**src/rtl/rtc_cfg_pkg.sv**
```systemverilog
// Shared definitions for the RTC field chip-select sequencer.
//   - seq_state_e : sequencer states (idle / editing / one-cycle commit)
//   - GRP_*       : register group indices (hora, fecha, timer)
//   - MODE_NONE   : mode_sel value meaning "no edit requested"
//   - clog2       : width helper, never returns less than 1 so that
//                   single-entry parameters still give a legal vector
package rtc_cfg_pkg;

  typedef enum logic [1:0] {
    ST_IDLE   = 2'd0,
    ST_EDIT   = 2'd1,
    ST_COMMIT = 2'd2
  } seq_state_e;

  localparam int GRP_HORA  = 0;
  localparam int GRP_FECHA = 1;
  localparam int GRP_TIMER = 2;

  localparam int MODE_NONE = 0;

  function automatic int clog2(input int value);
    int r;
    r = 0;
    while ((64'd1 << r) < 64'(value)) r++;
    if (r < 1) r = 1;
    return r;
  endfunction

endpackage

```
**src/rtl/rtc_blink_timer.sv**
```systemverilog
// Blink phase generator for the field currently being edited.
// Ports:
//   clk_i     : system clock
//   reset_i   : synchronous active-high reset
//   en_i      : blink runs only while enabled; disabled holds phase low
//   restart_i : restart the blink period with the "on" phase
//   blink_o   : blink phase, toggles every BLINK_CYCLES enabled cycles
module rtc_blink_timer
  import rtc_cfg_pkg::*;
#(
  parameter int BLINK_CYCLES = 25000000,
  localparam int BW = clog2(BLINK_CYCLES)
) (
  input  logic clk_i,
  input  logic reset_i,
  input  logic en_i,
  input  logic restart_i,
  output logic blink_o
);

  localparam logic [BW-1:0] CNT_LAST = BW'(BLINK_CYCLES - 1);

  logic [BW-1:0] cnt_q;
  logic          blink_q;

  always_ff @(posedge clk_i) begin
    if (reset_i || !en_i) begin
      cnt_q   <= '0;
      blink_q <= 1'b0;
    end else if (restart_i) begin
      cnt_q   <= '0;
      blink_q <= 1'b1;
    end else if (cnt_q == CNT_LAST) begin
      cnt_q   <= '0;
      blink_q <= ~blink_q;
    end else begin
      cnt_q <= cnt_q + BW'(1);
    end
  end

  assign blink_o = blink_q;

endmodule

```
**src/rtl/rtc_field_cs_sequencer.sv**
```systemverilog
// Registered field chip-select sequencer for the clock core configuration.
// Picks one register group from mode_sel, then walks its fields under
// next/prev pulses, driving a single field chip-select with a blink phase,
// a commit load strobe and an inactivity timeout.
//
// State table:
//   IDLE   | no edit; only the timer group may be selected (show_timer)
//   EDIT   | one field of the active group selected, blinking
//   COMMIT | one cycle, whole group selected with the commit strobe
//
// Ports:
//   clk          : system clock
//   reset        : synchronous active-high reset
//   mode_sel     : 0 = no edit, k = edit group k-1, > N_GROUPS treated as 0
//   show_timer   : timer group displayed/counting (level)
//   field_next   : pulse, advance to next field (wraps)
//   field_prev   : pulse, retreat to previous field (wraps)
//   edit_done    : pulse, commit and leave edit
//   cs           : chip-selects, bit g*N_FIELDS+f = field f of group g
//   active_group : group being edited (0 when idle)
//   active_field : field being edited (0 when idle)
//   editing      : high while in EDIT
//   blink        : blink phase for the active field display
//   commit       : one-cycle commit pulse
//   timeout_evt  : one-cycle pulse when an edit is abandoned on inactivity
module rtc_field_cs_sequencer
  import rtc_cfg_pkg::*;
#(
  parameter int N_GROUPS       = 3,
  parameter int N_FIELDS       = 3,
  parameter int TIMER_GROUP    = GRP_TIMER,
  parameter int BLINK_CYCLES   = 25000000,
  parameter int TIMEOUT_CYCLES = 500000000,
  localparam int MODE_W = clog2(N_GROUPS + 1),
  localparam int GW     = clog2(N_GROUPS),
  localparam int FW     = clog2(N_FIELDS),
  localparam int CS_W   = N_GROUPS * N_FIELDS
) (
  input  logic              clk,
  input  logic              reset,
  input  logic [MODE_W-1:0] mode_sel,
  input  logic              show_timer,
  input  logic              field_next,
  input  logic              field_prev,
  input  logic              edit_done,
  output logic [CS_W-1:0]   cs,
  output logic [GW-1:0]     active_group,
  output logic [FW-1:0]     active_field,
  output logic              editing,
  output logic              blink,
  output logic              commit,
  output logic              timeout_evt
);

  localparam int TW = clog2(TIMEOUT_CYCLES);

  function automatic logic [CS_W-1:0] group_mask(input logic [GW-1:0] g);
    logic [CS_W-1:0] m;
    m = '0;
    for (int f = 0; f < N_FIELDS; f++) begin
      m = m | (CS_W'(1) << (int'(g) * N_FIELDS + f));
    end
    return m;
  endfunction

  function automatic logic [CS_W-1:0] field_onehot(input logic [GW-1:0] g,
                                                   input logic [FW-1:0] f);
    return CS_W'(1) << (int'(g) * N_FIELDS + int'(f));
  endfunction

  localparam logic [TW-1:0]   TMO_LAST   = TW'(TIMEOUT_CYCLES - 1);
  localparam logic [FW-1:0]   FIELD_LAST = FW'(N_FIELDS - 1);
  localparam logic [GW-1:0]   TIMER_GRP  = GW'(TIMER_GROUP);
  localparam logic [CS_W-1:0] TIMER_MASK = group_mask(GW'(TIMER_GROUP));

  seq_state_e      state_q,   state_d;
  logic [GW-1:0]   group_q,   group_d;
  logic [FW-1:0]   field_q,   field_d;
  logic            rearm_q,   rearm_d;
  logic [TW-1:0]   tmo_q,     tmo_d;
  logic [CS_W-1:0] cs_q,      cs_d;
  logic            commit_q,  commit_d;
  logic            timeout_q, timeout_d;
  logic            editing_q, editing_d;
  logic            blink_restart;

  // Widen before range-checking so invalid codes are caught for any
  // N_GROUPS, including when MODE_W cannot represent an invalid value.
  logic [31:0]     mode_ext;
  logic            mode_valid;
  logic [GW-1:0]   mode_grp;
  logic [CS_W-1:0] timer_bits;

  assign mode_ext   = 32'(mode_sel);
  assign mode_valid = (mode_ext != 32'(MODE_NONE)) && (mode_ext <= 32'(N_GROUPS));
  assign mode_grp   = GW'(mode_ext - 32'd1);
  assign timer_bits = show_timer ? TIMER_MASK : '0;

  always_comb begin
    state_d       = state_q;
    group_d       = group_q;
    field_d       = field_q;
    rearm_d       = rearm_q;
    tmo_d         = tmo_q;
    cs_d          = '0;
    commit_d      = 1'b0;
    timeout_d     = 1'b0;
    editing_d     = 1'b0;
    blink_restart = 1'b0;

    case (state_q)
      ST_IDLE: begin
        tmo_d = '0;
        if (mode_valid && rearm_q) begin
          state_d       = ST_EDIT;
          group_d       = mode_grp;
          field_d       = '0;
          blink_restart = 1'b1;
        end else begin
          group_d = '0;
          field_d = '0;
          if (!mode_valid) rearm_d = 1'b1;
        end
      end

      ST_EDIT: begin
        if (edit_done || !mode_valid) begin
          // Commit wins over a same-cycle step or an expiring timeout.
          state_d  = ST_COMMIT;
          commit_d = 1'b1;
          tmo_d    = '0;
        end else if (mode_grp != group_q) begin
          group_d       = mode_grp;
          field_d       = '0;
          tmo_d         = '0;
          blink_restart = 1'b1;
        end else if (field_next || field_prev) begin
          // Both pulses together still count as activity but cancel out.
          tmo_d         = '0;
          blink_restart = 1'b1;
          if (field_next && !field_prev) begin
            field_d = (field_q == FIELD_LAST) ? '0 : field_q + FW'(1);
          end else if (field_prev && !field_next) begin
            field_d = (field_q == '0) ? FIELD_LAST : field_q - FW'(1);
          end
        end else if (tmo_q == TMO_LAST) begin
          state_d   = ST_IDLE;
          timeout_d = 1'b1;
          rearm_d   = 1'b0;
          group_d   = '0;
          field_d   = '0;
          tmo_d     = '0;
        end else begin
          tmo_d = tmo_q + TW'(1);
        end
      end

      ST_COMMIT: begin
        state_d = ST_IDLE;
        group_d = '0;
        field_d = '0;
        tmo_d   = '0;
        rearm_d = !mode_valid;
      end

      default: begin
        state_d = ST_IDLE;
        group_d = '0;
        field_d = '0;
        tmo_d   = '0;
      end
    endcase

    // Outputs are decoded from the next state so they land in the same
    // cycle as the state they describe.
    case (state_d)
      ST_EDIT: begin
        editing_d = 1'b1;
        cs_d      = field_onehot(group_d, field_d);
        if (group_d != TIMER_GRP) cs_d = cs_d | timer_bits;
      end
      ST_COMMIT: cs_d = group_mask(group_d) | timer_bits;
      default:   cs_d = timer_bits;
    endcase
  end

  always_ff @(posedge clk) begin
    if (reset) begin
      state_q   <= ST_IDLE;
      group_q   <= '0;
      field_q   <= '0;
      rearm_q   <= 1'b1;
      tmo_q     <= '0;
      cs_q      <= '0;
      commit_q  <= 1'b0;
      timeout_q <= 1'b0;
      editing_q <= 1'b0;
    end else begin
      state_q   <= state_d;
      group_q   <= group_d;
      field_q   <= field_d;
      rearm_q   <= rearm_d;
      tmo_q     <= tmo_d;
      cs_q      <= cs_d;
      commit_q  <= commit_d;
      timeout_q <= timeout_d;
      editing_q <= editing_d;
    end
  end

  rtc_blink_timer #(
    .BLINK_CYCLES(BLINK_CYCLES)
  ) u_blink (
    .clk_i     (clk),
    .reset_i   (reset),
    .en_i      (state_d == ST_EDIT),
    .restart_i (blink_restart),
    .blink_o   (blink)
  );

  assign cs           = cs_q;
  assign active_group = group_q;
  assign active_field = field_q;
  assign editing      = editing_q;
  assign commit       = commit_q;
  assign timeout_evt  = timeout_q;

endmodule
```
**config.mk**
```make
export PLATFORM = sky130hd
export DESIGN_NAME = rtc_field_cs_sequencer
export DESIGN_NICKNAME = d
export VERILOG_FILES = /design/src/rtl/rtc_cfg_pkg.sv /design/src/rtl/rtc_blink_timer.sv /design/src/rtl/rtc_field_cs_sequencer.sv
export SDC_FILE = /design/constraint.sdc
export NUM_CORES = 1
export LEC_CHECK = 0
export CORE_ASPECT_RATIO = 2
export CORE_MARGIN = 2
export CORE_UTILIZATION = 40
export DETAILED_ROUTE_END_ITERATION = 8
export MAX_ROUTING_LAYER = met4
export PLACE_DENSITY = 0.57
export SLEW_MARGIN = 15
export SYNTH_ARGS = -nofsm -noshare
export SYNTH_HDL_FRONTEND = slang
export SYNTH_SLANG_ARGS = --single-unit
export TNS_END_PERCENT = 10
```
**constraint.sdc**
```tcl
create_clock -name clk -period 4.9 [get_ports clk]
set_input_delay 0.98 -clock clk [delete_from_list [all_inputs] [get_ports clk]]
set_output_delay 0.98 -clock clk [all_outputs]
set_load 0.02 [all_outputs]
```
# ---- Yosys cells after proc, flatten, opt, wreduce, memory -nomap -nowiden
# Cells that the tools add are included.
dict set report totals {
  word_cells 108
  output_inout_bits 17
  regBits 74
}
dict set report op_classes {
  n_eq_ne 15
  add_sub_neg 8
  order_cmp 1
  mux 41
  n_shift 4
  n_mul 1
  bitwise_logic 6
  n_reduce_logical 21
}
# cell count
set op_table {}
lappend op_table {{$shl 1x32->9 const A} 3}
lappend op_table {{$mux 2} 19}
lappend op_table {{$or 9x9->9} 4}
lappend op_table {{$add 32x2->32 const B} 1}
lappend op_table {{$add 32x3->32} 1}
lappend op_table {{$reduce_bool 32->1} 1}
lappend op_table {{$add 29x1->29 const B} 1}
lappend op_table {{$eq 29x29->1 const B} 1}
lappend op_table {{$add 25x1->25 const B} 1}
lappend op_table {{$eq 25x25->1 const B} 1}
lappend op_table {{$mux 9} 2}
lappend op_table {{$pmux 9 s2} 1}
lappend op_table {{$mux 1} 15}
lappend op_table {{$ne 2x2->1 const B} 7}
lappend op_table {{$shl 1x5->9 const A} 1}
lappend op_table {{$pmux 2 s2} 2}
lappend op_table {{$reduce_and 7->1} 1}
lappend op_table {{$eq 2x2->1 const B} 3}
lappend op_table {{$reduce_or 6->1} 1}
lappend op_table {{$add 4x2->5 const B} 1}
lappend op_table {{$reduce_or 5->1} 1}
lappend op_table {{$eq 2x1->1 const B} 2}
lappend op_table {{$logic_and 1x1->1} 4}
lappend op_table {{$logic_not 1->1} 4}
lappend op_table {{other kinds (14)} 19}

# ---- Depth between registers and ports, before layout
# Gate-level depths: netlist of the first run.
dict set report depth {
  depth_word 13
  mapped_depth 17
  mapped_depth_nobuf 17
}

# ---- By module
# Synthesis of the first run repeated with hierarchy kept, for this count alone.
dict set report hier_totals {
  hier_cells 445
  area_unflattened_um2 3713.6
}
# mod instances cells_per_inst area_per_inst_um2
set by_module_without_submodules {}
lappend by_module_without_submodules {rtc_field_cs_sequencer 1 305 2519.9}
lappend by_module_without_submodules {rtc_blink_timer 1 140 1193.6}

# ---- Worst setup path after synthesis of the first run
# No wires, ideal clock.
dict set report synth_path {
  path_type {input to register}
  start {input port mode_sel[0]}
  end {register cs_q[2] (netlist: cs[2])}
  stages 13
  slack_ns 1.314
  arrival_time_ns 3.485
  path_cell_list {inv_1 > ha_1 > o21ai_1 > nand4_1 > o21ai_2 > inv_1 > ha_1 > fa_1 > nand2b_1 > o21ai_0 > and2_1 > nand2b_1 > o41ai_1}
}
dict set report synth_via {
  elab_chain_len 13
  word_cells_on_any_way 36
  cone_classes {add/sub: 4; mul: 1; order compare: 1; eq/ne: 4; shift: 4; mux: 13; bitwise: 4; reduce/logical: 5}
}
# element line
set synth_lines {}
lappend synth_lines {{start, declared} rtc_field_cs_sequencer.sv:41} ;# input logic [MODE_W-1:0] mode_sel,
lappend synth_lines {{parallel branches: the longest is 5 deep, another holds $sub 2x1->2} --}
lappend synth_lines {{$pmux 2 s2 *} rtc_field_cs_sequencer.sv:111} ;# case (state_q)
lappend synth_lines {{net group_d[0]} rtc_field_cs_sequencer.sv:77} ;# logic [GW-1:0] group_q, group_d;
lappend synth_lines {{$mul 2x2->4} {rtc_field_cs_sequencer.sv:61, rtc_field_cs_sequencer.sv:68}}
lappend synth_lines {{$add 32x2->32} rtc_field_cs_sequencer.sv:61} ;# m = m | (CS_W'(1) << (int'(g) * N_FIELDS + f));
lappend synth_lines {{$shl 1x32->9} rtc_field_cs_sequencer.sv:61}
lappend synth_lines {{$or 9x9->9 (2 in a row)} rtc_field_cs_sequencer.sv:61}
lappend synth_lines {{$or 9x9->9} rtc_field_cs_sequencer.sv:182} ;# ST_COMMIT: cs_d = group_mask(group_d) | timer_bits;
lappend synth_lines {{$pmux 9 s2 *} rtc_field_cs_sequencer.sv:176} ;# case (state_d)
lappend synth_lines {{end signal, assigned} rtc_field_cs_sequencer.sv:204} ;# cs_q <= cs_d;
lappend synth_lines {{end, declared} rtc_field_cs_sequencer.sv:81} ;# logic [CS_W-1:0] cs_q, cs_d;
# Mark *: on every way through the listed nets, which the timed path passes.
# A chain may end at the register's enable or synchronous reset.

# ---- Worst setup path in the final report of the first run
dict set report layout_path {
  start {input port mode_sel[0]}
  end {register cs_q[2] (netlist: cs[2])}
}
dict set report layout_via {
  word_cells_on_any_way 36
  cone_classes {add/sub: 4; mul: 1; order compare: 1; eq/ne: 4; shift: 4; mux: 13; bitwise: 4; reduce/logical: 5}
}
# element line
set layout_lines {}
lappend layout_lines {{parallel branches: the longest is 5 deep, another holds $sub 2x1->2} --}
lappend layout_lines {{$pmux 2 s2 *} rtc_field_cs_sequencer.sv:111}
lappend layout_lines {{net state_d[1]} rtc_field_cs_sequencer.sv:76} ;# seq_state_e state_q, state_d;
lappend layout_lines {{$eq 2x2->1 or $eq 2x1->1 (tied branches)} rtc_field_cs_sequencer.sv:176}
lappend layout_lines {{$pmux 9 s2 *} rtc_field_cs_sequencer.sv:176}
# Marks and branches as above.

==> impl_results.md, run 1 <==
* Status: complete, no violations
* RD Place Congestion at 0.903
* Clock transition at path regs at 0.06 ns
* Tot Pwr at 1.54 mW
* Share of cells above drive strength 1 at 0.0892
* Multi-input gate area at 0.00211 mm2
* Distinct cells, synth at between 50 and 60
* Via-per-instance ratio at around 5.3
* Detailed Place HPWL at 6.10 mm
* DRT Pass-1 Iters at 4
* Worst-path fanout max at 6
* Total CTS buffers at 9
* Initial Utilization at 0.414
* WP data required at 5.13 ns
* Syn Nets at roughly 460
* RR Startpoint: tmo_q[16]
* Cell chain of the critical path: clkdlybuf4s50_1, inv_1, ha_1, o21ai_1, inv_1, nand2_1, o21ai_0, o21ai_2, inv_1, ha_1, fa_1, nand2b_1, o21ai_0, and2_1, nand2b_1, o41ai_1
* Layout area overhead at 17.4%
* Hold/Removal Path Class: flop to flop
* Initial antenna violation count at 0
* Logic pwr share at 0.132
* WL final at between 8 and 9 mm
* RR Endpoint: cs[2]
* Final Util at 0.485
* Endpoint type of the worst setup path: flop
* Data arrival, critical path at 4.36 ns
* Hold slack at 0.456 ns
* Fillcell total at between 800 and 900
* Hold buffer count at CTS at 0
* Reg2reg setup slack at 1.25 ns
* Share of the synthesized area in the top cell type at 0.397
* Power per cell area at between 300 and 400 mW/mm2
* Die ar. at about 0.010 mm2
* Layout Nets at between 400 and 500
* Core ar. at about 0.0090 mm2
* Synth area leader: dfxtp_1
* Seq. cell area at approximately 0.0015 mm2
* First-pass GRT wire length at 14.0 mm
* Relative slew slack at 0.588
* Min Clock Period, post-route at roughly 4.1 ns
* DR iter-0 viols at between 150 and 200
* DIE HEIGHT at 141 um
* Final setup fails at 0
* Syn Inst Count at 439
* Clock root buffer: clkbuf_16
* Static leakage at 1.57 nW
* Max-Cap Viols at 0
* Top cell by count, worst path: inv_1
* Grt ovf at 0
* Worst Min Path Start: u_blink.cnt_q[0]
* Gr usage total at 0.182
* CTS resizes at 0
* Crit share post-route at 0.844
* WS Path Type: input pin to flop
* Die Wd at 72.3 um
* Max IR drop VDD at between 0.2 and 0.25 mV
* Cells on worst reg2reg path at 14
* Sequential power share at 0.410
* Avg Inst Size Synth at 8.49 um2
* YS warnings at 0
* Least-Margin Pin Slew at roughly 0.6 ns
* Crit path largest cell delay at 0.53 ns
* Placed Instances at about 560
* Sequential share of the synthesized area at 0.397
* CTS tree: yes
* Post-CTS Setup Inserts at 0
* FFs w/ async S/R, synth at 0
* Switch Pwr at 0.393 mW
* Residual DRC at 0
* Post-route ant nets at 0
* Inserted Diodes at 0
* Via count at 3064
* Final Hold Fails at 0
* Site Rows at 49
* WL/cell at 14.6 um
* H-tree depth at 3
* Largest net degree at the start of global routing at 26
* Max Clock Skew at 0.00770 ns
* Synth area leaders: dfxtp_1 (40%), xor2_1 (7.3%), nor2_1 (6.4%), ha_1 (5.0%), nand3_1 (3.6%)
* Main synth FF type: dfxtp_1
* Worst-Skew Late Latency at 0.34 ns
* #FFs+latches synth at 74
* Int Pwr at 1.14 mW
* CP max stage cell: clkdlybuf4s50_1
* WHS Path Cells at 1
* Total Neg Setup Slack at 0 ns
* EDFF count, synth at 0
* I/O Buffers at 24
* Vias in the first global route at around 3000
* I/O pin total at 25
* Sink Count at 74
* Clock power share at 0.459
* RSZ-0062 raised after global routing: false
* Setup crit start kind: input pin
* Net Sw Frac at 0.256
* Max Root-Sink Buffers at 2
* Mapped cell area at around 0.0037 mm2
* Maximum clock rate at roughly 240 MHz
* Final Instance Count excl. Fillers at 573
* Slew Viols, Final at 0
* WHS Endpoint: u_blink.cnt_q[0]
[synth_stat cells (9+ instances only)]
master   instances
a21oi_1         21
and2_1          10
and3_1           9
dfxtp_1         74
ha_1            15
inv_1           17
nand2_1         32
nand3_1         27
nand4_1         12
nor2_1          64
nor2_2           9
nor3_1          12
o21ai_0         15
xnor2_1         14
xor2_1          31
[per-layer routing]
| layer | vias up | global-route usage | routed length [um] |
|---|---|---|---|
| met5 | - | - | 0 |
| li1 | 1564 | - | - |
| met3 | 19 | 0.0396 | 241 |
| met4 | 0 | 0.0943 | 274 |
| met1 | 1424 | 0.191 | 3380 |
| met2 | 57 | 0.310 | 4450 |
[stage by stage]
stage	worst slack, ns	instance area (um2)
after floorplan	1.31	3730
after global placement	0.562	4060
after detailed placement	0.452	4060
after CTS	0.793	4370
after global routing	0.489	4370
final	0.766	4370
[worst max-delay path by stage]
stage                     start  endpoint  slack [ns]  cells past startpoint
detailed placement  mode_sel[0]     cs[2]        0.45                     16
CTS                 mode_sel[0]     cs[2]        0.79                     16
finish              mode_sel[0]     cs[2]        0.77                     16
floorplan           mode_sel[0]     cs[2]        1.31                     13
global route        mode_sel[0]     cs[0]        0.49                     14
global placement    mode_sel[0]     cs[2]        0.56                     16
[layout by cell type, fill, tap and decap left out, types with 3 or more instances in the layout]
master           instances
nor3_1                  12
ha_1                    15
buf_4                    4
inv_1                   17
a21oi_1                 21
a21o_1                   3
nand3_1                 27
nand2b_1                 4
o21ai_1                  3
or3_1                    3
clkdlybuf4s50_1         24
nand2_1                 32
nor2_1                  64
nand4_1                 12
and4_1                   6
and3_1                   9
clkbuf_16                9
and2_1                  10
dfxtp_1                 74
o21ai_0                 15
xnor2_1                 14
clkinv_2                 3
xor2_1                  31
nor2_2                   9
nor4_1                   5
nor2b_1                  8
[area by class of cell]
| class | instances | area share |
|---|---|---|
| Tap cell | 102 | 0.0292 |
| Inverter | 17 | 0.0146 |
| Timing Repair Buffer | 28 | 0.0618 |
| Clock buffer | 9 | 0.0515 |
| Multi-Input combinational cell | 336 | 0.483 |
| Clock inverter | 7 | 0.0212 |
| Sequential cell | 74 | 0.339 |
[critical path: cells and delay by family]
family	cells	cell delay [ns]
compound gates	5	0.98
fa+ha+maj	3	1.01
buf+inv	4	0.86
simple gates	4	0.53
[state kept, by name, indices dropped and copies added (netlist names)]
| signal | cells |
|---|---|
| commit | 1 |
| active_group | 2 |
| rearm_q | 1 |
| u_blink.cnt_q | 25 |
| u_blink.blink_o | 1 |
| editing | 1 |
| active_field | 2 |
| timeout_evt | 1 |
| state_q | 2 |
| cs | 9 |
| tmo_q | 29 |
[kinds of logic (layout without fill, tap and decap cells)]
kind of cell,Yosys count,in the layout,synth area share
adders and majority gates,16,16,0.0557
DFF,74,74,0.397
AOI/OAI and AO/OA,57,57,0.0920
buffers and inverters,29,61,0.0356
muxes,1,1,0.00302
and+or+nand+nor,217,217,0.311
xor gates and xnor gates,45,45,0.106
[power by group through the flow]
stage / combinational [mW] / clock [mW] / sequential (mW)
floorplan: 0.117 / 0 / 0.658
detailed placement: 0.201 / 0 / 0.643
finish: 0.202 / 0.705 / 0.630
CTS: 0.203 / 0.720 / 0.630
global route: 0.224 / 0.747 / 0.632
global placement: 0.200 / 0 / 0.643
No activity file was read; power rests on OpenSTA's default activity.
==> run 2: changes to the inputs <==
--- a/config.mk
+++ b/config.mk
@@ -10,7 +10,7 @@
 export CORE_UTILIZATION = 40
 export DETAILED_ROUTE_END_ITERATION = 8
 export MAX_ROUTING_LAYER = met4
-export PLACE_DENSITY = 0.57
+export PLACE_DENSITY = 0.59
 export SLEW_MARGIN = 15
 export SYNTH_ARGS = -nofsm -noshare
 export SYNTH_HDL_FRONTEND = slang
==> constraint.sdc (replaced) <==
create_clock -name clk -period 3.7 [get_ports clk]
set_input_delay 0.74 -clock clk [delete_from_list [all_inputs] [get_ports clk]]
set_output_delay 0.74 -clock clk [all_outputs]
set_load 0.02 [all_outputs]
==> impl_results.md, run 2 (synthesized netlist as in run 1, its figures left out) <==
* WP data required at 3.93 ns (-1.20 ns)
* I/O pin total at 25 (unchanged)
* Slew Viols, Final at 0 (unchanged)
* Max IR drop VDD at 0.324 mV (+38%)
* DIE HEIGHT at 141 um (unchanged)
* Largest reg by FF count: tmo_q
* WL final at 8.97 mm (+7.4%)
* Most frequent cells in the layout: dfxtp_1 (74), nor2_1 (62), nand2_1 (31), buf_4 (31), xor2_1 (30)
* Total CTS buffers at 9 (unchanged)
* Worst-path fanout max at 4 (-2)
* Placed Instances at 582 (+4.5%)
* Max-Cap Viols at 0 (unchanged)
* Gr usage total at 0.190 (+0.00807)
* Vias in the first global route at 3187 (+6.5%)
* Crit share post-route at 0.971
* Design area at 0.00470 mm2 (+7.5%)
* Post-route ant nets at 0 (unchanged)
* RD Place Congestion at 0.856 (-5.2%)
* Via-per-instance ratio at 5.36 (+0.20%)
* Grt ovf at 0 (unchanged)
* Detailed Place HPWL at 6.54 mm (+7.1%)
* Core ar. at 0.00901 mm2 (unchanged)
* CTS tree: yes
* Inserted Diodes at 0 (unchanged)
* Cell Area, Placed at 0.00426 mm2 (+4.9%)
* WS Path Type: input pin to flop
* CP max stage cell: clkdlybuf4s50_1
* Final Hold Fails at 0 (unchanged)
* Final Instance Count excl. Fillers at 601 (+4.9%)
* Site Rows at 49 (unchanged)
* First-pass GRT wire length at 14.6 mm (+4.2%)
* Number of flip-flops under the largest register name at 29 (unchanged)
* Min Clock Period, post-route at 3.59 ns
* Die Wd at 72.3 um (unchanged)
* Endpoint type of the worst setup path: flop
* DRT Pass-1 Iters at 4 (unchanged)
* Initial antenna violation count at 0 (unchanged)
* I/O Buffers at 24 (unchanged)
* Least-Margin Pin Slew at 0.600 ns (-0.0159 ns)
* Layout Nets at 518 (+5.7%)
* Power per cell area at 466 mW/mm2 (+33%)
* WL/cell at 14.9 um (+2.4%)
* Sink Count at 74 (unchanged)
* Layout area overhead at 26.2%
* Clock transition at path regs at 0.06 ns (about the same)
* Residual DRC at 0 (unchanged)
* Fillcell total at 857 (-1.9%)
* Setup crit start kind: input pin
* Share of cells above drive strength 1 at 0.158 (+0.0691)
* Worst-Skew Late Latency at 0.33 ns (about the same)
* Via count at 3220 (+5.1%)
* Clock root buffer: clkbuf_16
* Crit path largest cell delay at 0.48 ns (-0.05 ns)
* Hold/Removal Path Class: flop to flop
* Status: complete, no violations
* Tot Pwr at 2.19 mW (+43%)
* Static leakage at 1.72 nW (+9.9%)
* Final setup fails at 0 (unchanged)
* Max Root-Sink Buffers at 2 (unchanged)
* H-tree depth at 3 (unchanged)
* Data arrival, critical path at 3.82 ns (-0.54 ns)
* Hold buffer count at CTS at 0 (unchanged)
* Largest net degree at the start of global routing at 26 (unchanged)
* Maximum clock rate at 278 MHz
* Commonest non-fill, non-tap cell in the layout: dfxtp_1
* Initial Utilization at 0.414 (unchanged)
* Max Clock Skew at 0.00317 ns (-0.00453 ns)
* DR iter-0 viols at 165 (+0.61%)
* Die ar. at 0.0102 mm2 (unchanged)
* Final Util at 0.522 (+0.0365)
* Cell chain of the critical path: clkdlybuf4s50_1, inv_1, ha_4, nor2_2, nand3_1, buf_4, o211ai_1, o21ai_2, inv_2, ha_4, fa_1, nand2b_1, o21ai_0, and2_1, nand2b_1, o41ai_2
* Relative slew slack at 0.599 (+0.0106)
run 2: repair_timing:
item,in CTS,in global routing
endpoints found under the setup margin,0,9
resized for setup,0,15
buffers inserted,0,3
run 2: routing by layer:
metal,track usage,vias up,part of all wire
met1,0.186,1524,0.38
met2,0.337,64,0.56
li1,-,1610,-
met5,-,-,0
met3,0.0266,22,0.021
met4,0.122,0,0.033
run 2: final cells by class:
type	instances	area, um2	share of cell area
tap	102	128	0.0271
clock buffer	12	246	0.0524
clock inverter	4	98.8	0.0210
inverter	17	63.8	0.0136
sequential	74	1480	0.315
timing repair buffer	56	493	0.105
multi-input combinational	336	2190	0.466
run 2: final timing paths:
kind	cells past startpoint	start	end	slack, ns
setup / recovery	16	mode_sel[0]	cs[2]	0.11
setup reg to reg	13	tmo_q[12]	cs[2]	0.21
hold / removal	1	u_blink.cnt_q[0]	u_blink.cnt_q[0]	0.47
hold reg to reg	1	u_blink.cnt_q[0]	u_blink.cnt_q[0]	0.47
run 2: worst max-delay path, delay by kind of cell:
| kind | cells | cell delay, ns |
|---|---|---|
| compound gates | 4 | 0.85 |
| buf+inv | 4 | 0.80 |
| fa+ha+maj | 3 | 0.79 |
| simple gates | 5 | 0.62 |
run 2: report_power, final:
part	total (mW)	switching (mW)	leakage, nW	internal (mW)
combinational	0.359	0.185	0.957	0.173
clock	0.998	0.319	0.167	0.678
sequential	0.837	0.0155	0.598	0.821
run 2: stage by stage:
stage / hold slack, ns / worst slack (ns) / TNS [ns]
6_report: 0.468 / 0.108 / 0
5_1_grt: 0.508 / -0.103 / -0.121
4_1_cts: 0.477 / 0.0684 / 0
3_5_place_dp: 0.463 / -0.269 / -1.69
3_3_place_gp: 0.442 / -0.137 / -0.343
2_1_floorplan: 0.426 / 0.279 / 0
==> run 3: changes to the inputs <==
--- a/config.mk
+++ b/config.mk
@@ -15,4 +15,4 @@
 export SYNTH_ARGS = -nofsm -noshare
 export SYNTH_HDL_FRONTEND = slang
 export SYNTH_SLANG_ARGS = --single-unit
-export TNS_END_PERCENT = 10
+export TNS_END_PERCENT = 50
==> results of run 3 <==
Final layout, timing and power as in run 2 (identical DEF).
